`src/rtl/sampled_value_tracker.sv`:
```
// Tracks the previous enabled-tick sample of a signal and exposes stable/changed/rose/fell
// flags for the current sample, plus a saturating stable-run length and change count.
module sampled_value_tracker #(
   parameter int WIDTH     = 32,
   parameter int RUN_WIDTH = 16
) (
   input  logic                 clk,
   input  logic                 reset,
   input  logic                 enable,
   input  logic [WIDTH-1:0]     value,
   output logic [WIDTH-1:0]     past_value,
   output logic                 stable,
   output logic                 changed,
   output logic                 rose,
   output logic                 fell,
   output logic [RUN_WIDTH-1:0] run_length,
   output logic [RUN_WIDTH-1:0] change_count
);

   logic [WIDTH-1:0]     past_q;
   logic                 valid_q;
   logic [RUN_WIDTH-1:0] run_q;
   logic [RUN_WIDTH-1:0] cnt_q;

   // Without history the live value is its own past, so the first tick reads as stable.
   always_comb begin
      past_value = valid_q ? past_q : value;
      stable     = (value == past_value);
      changed    = !stable;
      rose       = valid_q && !past_q[0] &&  value[0];
      fell       = valid_q &&  past_q[0] && !value[0];
   end

   always_ff @(posedge clk) begin
      if (reset) begin
         past_q  <= '0;
         valid_q <= 1'b0;
         run_q   <= '0;
         cnt_q   <= '0;
      end else if (enable) begin
         past_q  <= value;
         valid_q <= 1'b1;
         if (changed) begin
            run_q <= '0;
            if (!(&cnt_q)) cnt_q <= cnt_q + RUN_WIDTH'(1);
         end else if (!(&run_q)) begin
            run_q <= run_q + RUN_WIDTH'(1);
         end
      end
   end

   assign run_length   = run_q;
   assign change_count = cnt_q;

endmodule

```
`config.mk`:
```
export PLATFORM = sky130hd
export DESIGN_NAME = sampled_value_tracker
export DESIGN_NICKNAME = d
export VERILOG_FILES = /design/src/rtl/sampled_value_tracker.sv
export SDC_FILE = /design/constraint.sdc
export NUM_CORES = 1
export LEC_CHECK = 0
export BUFFER_PORTS_ARGS = -buffer_cell sky130_fd_sc_hd__buf_2
export CAP_MARGIN = 20
export CORE_MARGIN = 5
export CORE_UTILIZATION = 53
export CTS_CLUSTER_DIAMETER = 120
export CTS_CLUSTER_SIZE = 12
export DETAILED_ROUTE_END_ITERATION = 12
export PLACE_DENSITY = 0.81
export RECOVER_POWER = 25
export SKIP_CTS_REPAIR_TIMING = 1
export SLEW_MARGIN = 20
export SYNTH_ARGS = -nofsm -noshare
export SYNTH_HDL_FRONTEND = slang
export SYNTH_SLANG_ARGS = --single-unit
```
`constraint.sdc`:
```
create_clock -name clk -period 2.8 [get_ports clk]
set_input_delay 0.28 -clock clk [delete_from_list [all_inputs] [get_ports clk]]
set_output_delay 0.28 -clock clk [all_outputs]
set_load 0.05 [all_outputs]
```
### Yosys cells after proc, flatten, opt, wreduce, memory -nomap -nowiden

Cells that the tools add are included.

* bitwise gates (word level): 2
* multiplexer cells: 3
* equal/unequal tests: 2
* reductions and logical operators: 11
* $add $sub $neg: 2

Operators by type and width (count)
* $add A16 B1 Y16 const B: 2
* $eq A32 B32 Y1: 1
* $mux W16: 2
* $mux W32: 1
* $reduce_and A16 Y1: 2
* $logic_and A1 B1 Y1: 4
* $logic_not A1 Y1: 3
* $reduce_and A3 Y1: 1
* $ne A2 B2 Y1 const B: 1
* $not A1 Y1: 2
* $reduce_and A2 Y1: 1

* word-level logic and storage cells: 24
* input port bits: 35
* register bits: 65

### Logic depth before layout (Yosys ltp)

Gate-level depths: netlist of run 1.

* depth after elaboration: 4
* gate-level depth with buffers: 8
* depth with buffers taken out: 7

### Least setup slack after synthesis of run 1

OpenSTA, ideal clock, no wires.

* path kind: reg2out
* start: register valid_q
* end: output stable
* data arrival time: 2842 ps
* path slack: -322 ps
* buffers on the path: 2
* cell stages (with the launch flop): 9
* path through: dfxtp_1 nand2_1 nor2_1 or4b_4 nor4_4 buf_6 buf_6 nor2_1 inv_1

* longest elaborated chain between the ends: 2

Ends and longest elaborated chain
* start: declaration: line 21 `logic valid_q;`
* start signal: assignment: line 37 `valid_q <= 1'b0;`
* start signal: assignment: line 42 `valid_q <= 1'b1;`
* $mux W32: line 27 `past_value = valid_q ? past_q : value;`
* $eq A32 B32 Y1: line 28 `stable = (value == past_value);`
* end: declaration: line 12 `output logic stable,`

Every way passes these cells.

### Final worst setup path of run 1

* start: register past_q[1]
* end: output stable

* longest elaborated chain between the ends: 2

Ends and longest elaborated chain
* start: declaration: line 20 `logic [WIDTH-1:0] past_q;`
* start signal: assignment: line 41 `past_q <= value;`
* $mux W32: line 27
* $eq A32 B32 Y1: line 28

Every way passes these cells.

==> impl_metrics.yaml, run 1 <==
run_status:
  status: "completed"
timing:
  fmax_mhz: 372
  slew_headroom_pct: 13.0
  slew_viol_final: 0
  final.period_utilization_pct: 95.9
  worst_pin_slew_ns: 1.31
  finalWorstSetupSlack_ns: 0.114
  hold_viol_final: 0
  fin_crit_ns: 2.69
  skew_ns: 0.00535
  setup-violations-final: 0
  fin_hold_ws_ns: 0.216
clock_tree:
  clk_pin_slew_ns: 0.07
  root_buffer: "clkbuf_8"
  clk_latency_ns: 0.33
  htreeDepth: 3
  cts_tree: "built"
  cts_made_buffers: 9
  cts_sinks: 65
  cts_buffer_depth: 2
setup_path:
  cp.depth: 8
  crit_path_top_delay_cell: "or4b_4"
  cp-startpoint: "past_q[1]"
  cp_slowest_stage_delay_ns: 0.55
  path_cells: "xnor2_2 > o221ai_1 > or4b_4 > nor4_4 > buf_12 > nor2_2 > inv_1 > clkbuf_4"
  crit_family: "simple AND/OR/NAND/NOR gates"
  critical_path_buf_inv_count: 3
  reg2reg_depth: 8
  reg2reg_from: "past_q[1]"
  cp_max_fo: 6
  cp.required_ns: 2.52
  r2r_slack_ns: 0.41
  crit_end: "stable"
  worst_ep_arrival_time_ns: 2.41
  startpoint_type: "flip-flop"
  crit_type: "flip-flop to primary output"
  r2r-end: "change_count[8]"
  end_kind: "primary output"
drt:
  via_per_inst: 5.56
  dr.pass1.iters: 5
  wl_per_cell_um: 14.7
  met1_length_um: 3990
  detail-route-antenna-nets: 0
  top_layer: "met4"
  vias: 3453
  drt_iter0_drc: 156
  drc: 0
  route.met2.wl_um: 4230
  postRouteWirelength_um: 9140
  wl_met3_um: 654
power_and_ir_drop:
  leakage_uw: 0.00210
  p_seq_share_pct: 46.3
  vdd_drop_max_mv: 0.309
  power_frac_comb_pct: 22.6
  netSwitchingPower_uw: 685
  clockPowerShare_pct: 31.1
  cellPowerDensity_nw_per_um2: 467
  p_int_uw: 1450
  swShare_pct: 32.1
synth:
  synthTopCellsByArea: "dfxtp_1, mux2_2, mux2i_1"
  ys_seq_area_share_pct: 34.6
  synthArstFlopShare_pct: 0
  synth_area_um2: 3760
  yosys_warnings: 0
  ys.flop_type: "dfxtp_1"
  yosys.area.top_type_share_pct: 34.6
  synth_most_common_cell: "dfxtp_1"
  synth_seq_cells: 65
  synth_area_per_cell_um2: 8.96
  syn_nets: 457
  syn_inst: 420
  synth_top_area_cell: "dfxtp_1"
  netlist_top_cells_count: "dfxtp_1, nor2_1, mux2i_1, mux2_2, xor2_1"
  synth_edf_count: 0
  synth_cell_types: 50
worst_hold_path:
  min_path_type: "input port to flip-flop"
  hp-start: "value[18]"
placement:
  place_congestion: 0.882
  pre_cts_ws_ns: 0.255
  io_buffers: 102
  dp_hpwl_um: 6580
floorplanning:
  placementRows: 30
  fp.dieW_um: 94.3
  start_util_pct: 54.8
  coreArea_um2: 6870
  die_h_um: 94.3
  dieArea_um2: 8890
  io_pins: 103
finish:
  insertedDiodeCount: 0
  final_core_util_pct: 66.4
  area_growth_pct: 21.2
  fillers: 578
  multiInputGateArea_um2: 2330
  nNetsFinal: 560
  drive_gt1_share_pct: 32.6
  final-seq-area_um2: 1300
flow_run:
  maxCapViolCount: 0
global_routing:
  overflow: 0
  grt_pass1_wl_um: 14800
  grt_pass1_vias: 3303
  grt_use_total_pct: 20.7
  grt_max_degree: 44
  grt_antenna_before_repair: 0
## logic make-up (layout without fill, tap and decap cells)
kind of cell	after synthesis	after routing	synth area share, %
xor gates and xnor gates	31	31	7.21
buffers and inverters	33	138	3.89
muxes	74	74	21.3
AOI/OAI and AO/OA	50	50	9.60
DFF	65	65	34.6
and+or+nand+nor	165	165	22.8
adders and majority gates	2	2	0.665
## how the worst min path moves through the flow
stage	endpoint	slack, ns	cells after the start
after floorplan	past_q[0]	0.43	2
after global placement	change_count[15]	0.47	2
after detailed placement	change_count[15]	0.49	2
after CTS	past_q[18]	0.21	3
after global routing	past_q[11]	0.23	3
final	past_q[18]	0.22	3
## final cells by class
cell class	instances	share of cell area (%)
multi-input combinational	322	51.1
tap	96	2.63
timing repair buffer	113	13.5
sequential	65	28.6
clock buffer	12	3.18
inverter	12	0.987
clock inverter	1	0.110
## worst reg2reg max path, cell delays in order (launching register included)
cell      delay [ns]
dfxtp_2         0.34
xnor2_2         0.20
o221ai_1        0.14
or4b_4          0.55
nor4_4          0.37
buf_12          0.16
buf_4           0.15
nor3_1          0.08
mux2_4          0.29
## registers in the layout (all words and copies together) (netlist names)
| name | flops |
|---|---|
| run_length | 16 |
| past_q | 32 |
| valid_q | 1 |
| change_count | 16 |
## stage by stage
stage	setup TNS, ns	area [um^2]	std cells	power [uW]
after floorplan	0	3770	420	1370
after global placement	0	4370	604	1480
after detailed placement	0	4370	604	1490
after CTS	-0.0403	4520	617	2140
after global routing	-0.00282	4560	621	2230
final	0	4560	621	2130
## per-layer routing
metal	vias up	GRT usage, %
met5	-	0
met2	120	33.7
met1	1596	25.4
li1	1715	-
met4	0	10.3
met3	22	4.81
## layout by cell type, fill, tap and decap left out, drive strengths merged, types with 11 or more instances in the layout
cell    count
clkbuf     19
nor4       11
dfxtp      65
nand3      14
xor2       30
mux2i      37
nand2      24
inv        11
a21oi      17
buf       106
mux2       37
nor2       56
## power groups by stage
stage / clock (uW) / combinational, uW / sequential [uW]
6_report: 662 / 482 / 987
5_1_grt: 719 / 516 / 991
2_1_floorplan: 0 / 353 / 1010
4_1_cts: 674 / 483 / 986
3_5_place_dp: 0 / 481 / 1010
3_3_place_gp: 0 / 474 / 1000
Power figures use the tool's default switching activity.
==> run 2, diff against run 1 <==
--- a/config.mk
+++ b/config.mk
@@ -14,6 +14,7 @@
 export DETAILED_ROUTE_END_ITERATION = 12
 export PLACE_DENSITY = 0.81
 export RECOVER_POWER = 25
+export SETUP_SLACK_MARGIN = 0.2
 export SKIP_CTS_REPAIR_TIMING = 1
 export SLEW_MARGIN = 20
 export SYNTH_ARGS = -nofsm -noshare
==> run 2 against run 1 <==
- the flow now finishes with violations (capacitance limit, slew limit)
- design area up 1.3%
- sequential share of layout area down 0.39 points
- final cell count up 1.1%
- combinational power about the same
- count of clock-buffer cells in the layout unchanged
- sequential power about the same
- critical path depth unchanged
- sequential cell count unchanged
- first-iteration DRC count down 7.1%
==> impl_metrics.yaml, run 2 (synthesized netlist as in run 1, its figures left out) <==
timing:
  setup-violations-final: 0
  hold_viol_final: 0
  fin_crit_ns: 2.53
  final.period_utilization_pct: 90.4
  slew_headroom_pct: -5.96
  fmax_mhz: 395
  rsz0062_at_grt: "no"
  slew_viol_final: 38
  fin_tns_setup_ns: 0
  worst_pin_slew_ns: 1.59
  finalWorstSetupSlack_ns: 0.269
  skew_ns: 0.0118
setup_path:
  end_kind: "primary output"
  cp-startpoint: "past_q[1]"
  r2r-end: "run_length[6]"
  worst_ep_arrival_time_ns: 2.25
  crit_end: "stable"
  crit_type: "flip-flop to primary output"
  reg2reg_depth: 9
  startpoint_type: "flip-flop"
  r2r_slack_ns: 0.41
  cp_max_fo: 3
  cp.required_ns: 2.52
  reg2reg_from: "past_q[1]"
drt:
  wl_per_cell_um: 15.3
  drc: 0
  detail-route-antenna-nets: 0
  vias: 3545
  via_per_inst: 5.64
  drt_iter0_drc: 145
  dr.pass1.iters: 5
  postRouteWirelength_um: 9610
power_and_ir_drop:
  p_int_uw: 1430
  leakage_uw: 0.00213
  p_seq_share_pct: 46.1
  power_frac_comb_pct: 22.6
  netSwitchingPower_uw: 710
  clockPowerShare_pct: 31.3
  swShare_pct: 33.1
  vdd_drop_max_mv: 0.290
  cellPowerDensity_nw_per_um2: 464
clock_tree:
  cts_buffer_depth: 2
  cts_tree: "built"
  root_buffer: "clkbuf_8"
  clk_latency_ns: 0.34
  htreeDepth: 3
  clk_pin_slew_ns: 0.07
  cts_sinks: 65
  cts_made_buffers: 9
global_routing:
  overflow: 0
  grt_antenna_before_repair: 0
  grt_pass1_vias: 3401
  grt_max_degree: 44
  grt_use_total_pct: 21.3
  grt_pass1_wl_um: 15300
floorplanning:
  dieArea_um2: 8890
  fp.dieW_um: 94.3
  placementRows: 30
  coreArea_um2: 6870
  die_h_um: 94.3
  io_pins: 103
  start_util_pct: 54.8
finish:
  final_cell_mix: "buf_2, dfxtp_1, nor2_1"
  area_growth_pct: 22.8
  regMostFlops: "past_q"
  fillers: 590
  final_core_util_pct: 67.3
  drive_gt1_share_pct: 33.8
  final_common_cell: "buf_2"
  nNetsFinal: 564
  insertedDiodeCount: 0
  largest_reg_flops: 32
worst_hold_path:
  min_path_type: "input port to flip-flop"
flow_run:
  maxCapViolCount: 1
run_status:
  violations: "capacitance limit, slew limit"
  status: "finished with violations"
placement:
  place_congestion: 0.851
  pre_cts_ws_ns: 0.340
  dp_hpwl_um: 6790
  io_buffers: 102
-- run 2: cell types whose count changed in the layout (fill, tap and decap cells not counted), moves of 2 or more --
cell | before | now
buf_4 | 6 | 12
nor4_1 | 10 | 8
buf_2 | 99 | 101
clkbuf_2 | 2 | 0
nor4_2 | 0 | 2
clkinv_2 | 1 | 4
-- run 2: worst min path at each step --
stage                          start          endpoint  slack (ns)  cells past startpoint
floorplan                   value[0]         past_q[0]        0.43                      2
global placement    change_count[15]  change_count[15]        0.47                      2
detailed placement  change_count[15]  change_count[15]        0.50                      2
CTS                         value[8]         past_q[8]        0.19                      3
global route               value[20]        past_q[20]        0.21                      3
finish                      value[7]         past_q[7]        0.21                      3
-- run 2: critical path: stages (launching register included) --
cell,delay (ns)
dfxtp_1,0.33
xnor2_1,0.18
o221ai_1,0.13
or4b_4,0.54
nor4_4,0.31
buf_12,0.15
nor2_4,0.04
clkinvlp_4,0.08
buf_6,0.15
-- run 2: final cells by class --
cell class	count	area (um^2)	share of cell area [%]
Timing Repair Buffer	117	656	14.2
Multi-Input combinational cell	322	2340	50.6
Clock inverter	4	20.0	0.433
Sequential cell	65	1300	28.2
Inverter	12	48.8	1.06
Tap cell	96	120	2.60
Clock buffer	12	135	2.92
-- run 2: power by group through the flow --
stage | Sequential [uW] | Combinational, uW | Clock (uW)
final | 987 | 485 | 671
after CTS | 986 | 484 | 688
after global routing | 991 | 517 | 741
after detailed placement | 1010 | 482 | 0
after global placement | 1000 | 474 | 0
after floorplan | 1010 | 355 | 0
-- run 2: metrics by stage --
stage | cells | hold slack [ns] | power, uW | instance area [um^2]
after CTS | 620 | 0.193 | 2160 | 4530
final | 628 | 0.210 | 2140 | 4620
after floorplan | 420 | 0.427 | 1370 | 3780
after detailed placement | 604 | 0.497 | 1490 | 4370
after global placement | 604 | 0.468 | 1480 | 4370
after global routing | 628 | 0.210 | 2250 | 4620
-- run 2: layer usage --
metal	GRT usage [%]	vias to the layer above	share of wire, %
met4	9.87	0	2.0
li1	-	1727	-
met5	0	-	0
met2	34.6	137	49
met3	5.93	18	6.9
met1	26.0	1663	42
==> run 3, diff against run 2 <==
--- a/config.mk
+++ b/config.mk
@@ -12,8 +12,10 @@
 export CTS_CLUSTER_DIAMETER = 120
 export CTS_CLUSTER_SIZE = 12
 export DETAILED_ROUTE_END_ITERATION = 12
+export HOLD_SLACK_MARGIN = 0.02
 export PLACE_DENSITY = 0.81
 export RECOVER_POWER = 25
+export REMOVE_ABC_BUFFERS = 1
 export SETUP_SLACK_MARGIN = 0.2
 export SKIP_CTS_REPAIR_TIMING = 1
 export SLEW_MARGIN = 20
==> run 3 against run 2 <==
- the flow still finishes with violations (capacitance limit, slew limit)
- count of clock-buffer cells in the layout is the same
- utilization grew 0.87 points
- global-route usage shrank 0.65 points
- critical path depth shrank 1
- sequential power is essentially flat
- maximum frequency grew 0.95%
- total power grew 6.3%
- design area grew 1.3%
==> impl_metrics.yaml, run 3 (synthesized netlist as in run 1, its figures left out) <==
run_status:
  status: "finished with violations"
  violations: "capacitance limit, slew limit"
floorplanning:
  io_pins: 103
  start_util_pct: 54.8
  die_h_um: 94.3
  dieArea_um2: 8890
  coreArea_um2: 6870
  fp.dieW_um: 94.3
  placementRows: 30
setup_path:
  cp.required_ns: 2.52
  cp_max_fo: 7
  end_kind: "primary output"
  worst_ep_arrival_time_ns: 2.23
  startpoint_type: "flip-flop"
  crit_type: "flip-flop to primary output"
global_routing:
  grt_max_degree: 44
  grt_pass1_vias: 3316
  grt_pass1_wl_um: 15100
  grt_antenna_before_repair: 0
  overflow: 0
  grt_use_total_pct: 20.7
timing:
  fin_crit_ns: 2.51
  setup-violations-final: 0
  hold_viol_final: 0
  fmax_mhz: 399
  slew_headroom_pct: -10.0
  fin_tns_setup_ns: 0
  rsz0062_at_grt: "no"
  final.period_utilization_pct: 89.6
  slew_viol_final: 38
  worst_pin_slew_ns: 1.65
  skew_ns: 0.0123
finish:
  multiInputGateArea_um2: 2350
  final-seq-area_um2: 1310
  final_core_util_pct: 68.2
  fillers: 551
  regMostFlops: "past_q"
  final_common_cell: "buf_2"
  insertedDiodeCount: 0
  drive_gt1_share_pct: 34.7
  largest_reg_flops: 32
  final_cell_mix: "buf_2, dfxtp_1, nor2_1"
  area_growth_pct: 24.4
  nNetsFinal: 566
flow_run:
  maxCapViolCount: 1
power_and_ir_drop:
  vdd_drop_max_mv: 0.294
  cellPowerDensity_nw_per_um2: 487
  leakage_uw: 0.00216
clock_tree:
  cts_sinks: 65
  clk_latency_ns: 0.34
  htreeDepth: 3
  cts_buffer_depth: 2
  root_buffer: "clkbuf_8"
  cts_made_buffers: 9
  cts_tree: "built"
  clk_pin_slew_ns: 0.07
drt:
  detail-route-antenna-nets: 0
  wl_per_cell_um: 15.0
  vias: 3512
  drc: 0
  via_per_inst: 5.58
  drt_iter0_drc: 189
  dr.pass1.iters: 5
  postRouteWirelength_um: 9460
placement:
  io_buffers: 102
  place_congestion: 0.861
  dp_hpwl_um: 6630
worst_hold_path:
  min_path_type: "input port to flip-flop"
[run 3: cell count changes in the layout (fill, tap and decap cells not counted), moves of 2 or more]
cell / previous run / this run
dfxtp_1: 64 / 61
dfxtp_2: 1 / 4
buf_4: 12 / 14
clkbuf_8: 9 / 11
clkinv_2: 4 / 2
nor4_1: 8 / 10
nor4_2: 2 / 0
[run 3: worst paths after layout]
check,from,endpoint,slack [ns],cells past startpoint
setup / recovery,past_q[1],changed,0.29,7
hold / removal,value[4],past_q[4],0.22,3
setup reg to reg,past_q[1],change_count[3],0.55,8
hold reg to reg,change_count[5],change_count[5],0.50,2
[run 3: metal layers]
metal  wire [um]  part of all wire [%]  vias to the layer above  GRT usage [%]
met1        4060                    43                     1661           25.3
met4         104                   1.1                        0           7.34
met5           0                     0                        -              0
met3         561                   5.9                       14           4.49
li1            -                     -                     1730              -
met2        4740                    50                      107           35.5
[run 3: critical path, cell delays in order, from the launching register on]
cell and delay [ns]:
dfxtp_2 0.36, xnor2_2 0.11, o221ai_1 0.12, or4b_4 0.57, nor4_4 0.31, buf_12 0.17, nor2_4 0.04, buf_2 0.22
[run 3: cell type report]
| class | count | share of cell area (%) |
|---|---|---|
| clock inverter | 3 | 0.855 |
| clock buffer | 12 | 3.31 |
| multi-input combinational | 322 | 50.1 |
| sequential | 65 | 27.9 |
| tap | 96 | 2.57 |
| inverter | 12 | 0.962 |
| timing repair buffer | 119 | 14.3 |
[run 3: power by group]
| part | internal (uW) | switching [uW] |
|---|---|---|
| clock network | 453 | 351 |
| logic | 163 | 322 |
| registers | 957 | 30.3 |
| total | 1570 | 704 |
[run 3: per-stage QoR]
stage | cells | power (uW) | area (um^2) | hold WS [ns] | setup slack [ns]
after floorplan | 399 | 1340 | 3660 | 0.346 | -1.17
after global placement | 605 | 1480 | 4370 | 0.474 | 0.383
after detailed placement | 605 | 1490 | 4370 | 0.481 | 0.340
after CTS | 620 | 2280 | 4560 | 0.214 | -0.00393
after global routing | 629 | 2370 | 4680 | 0.240 | 0.212
final | 629 | 2280 | 4680 | 0.221 | 0.293
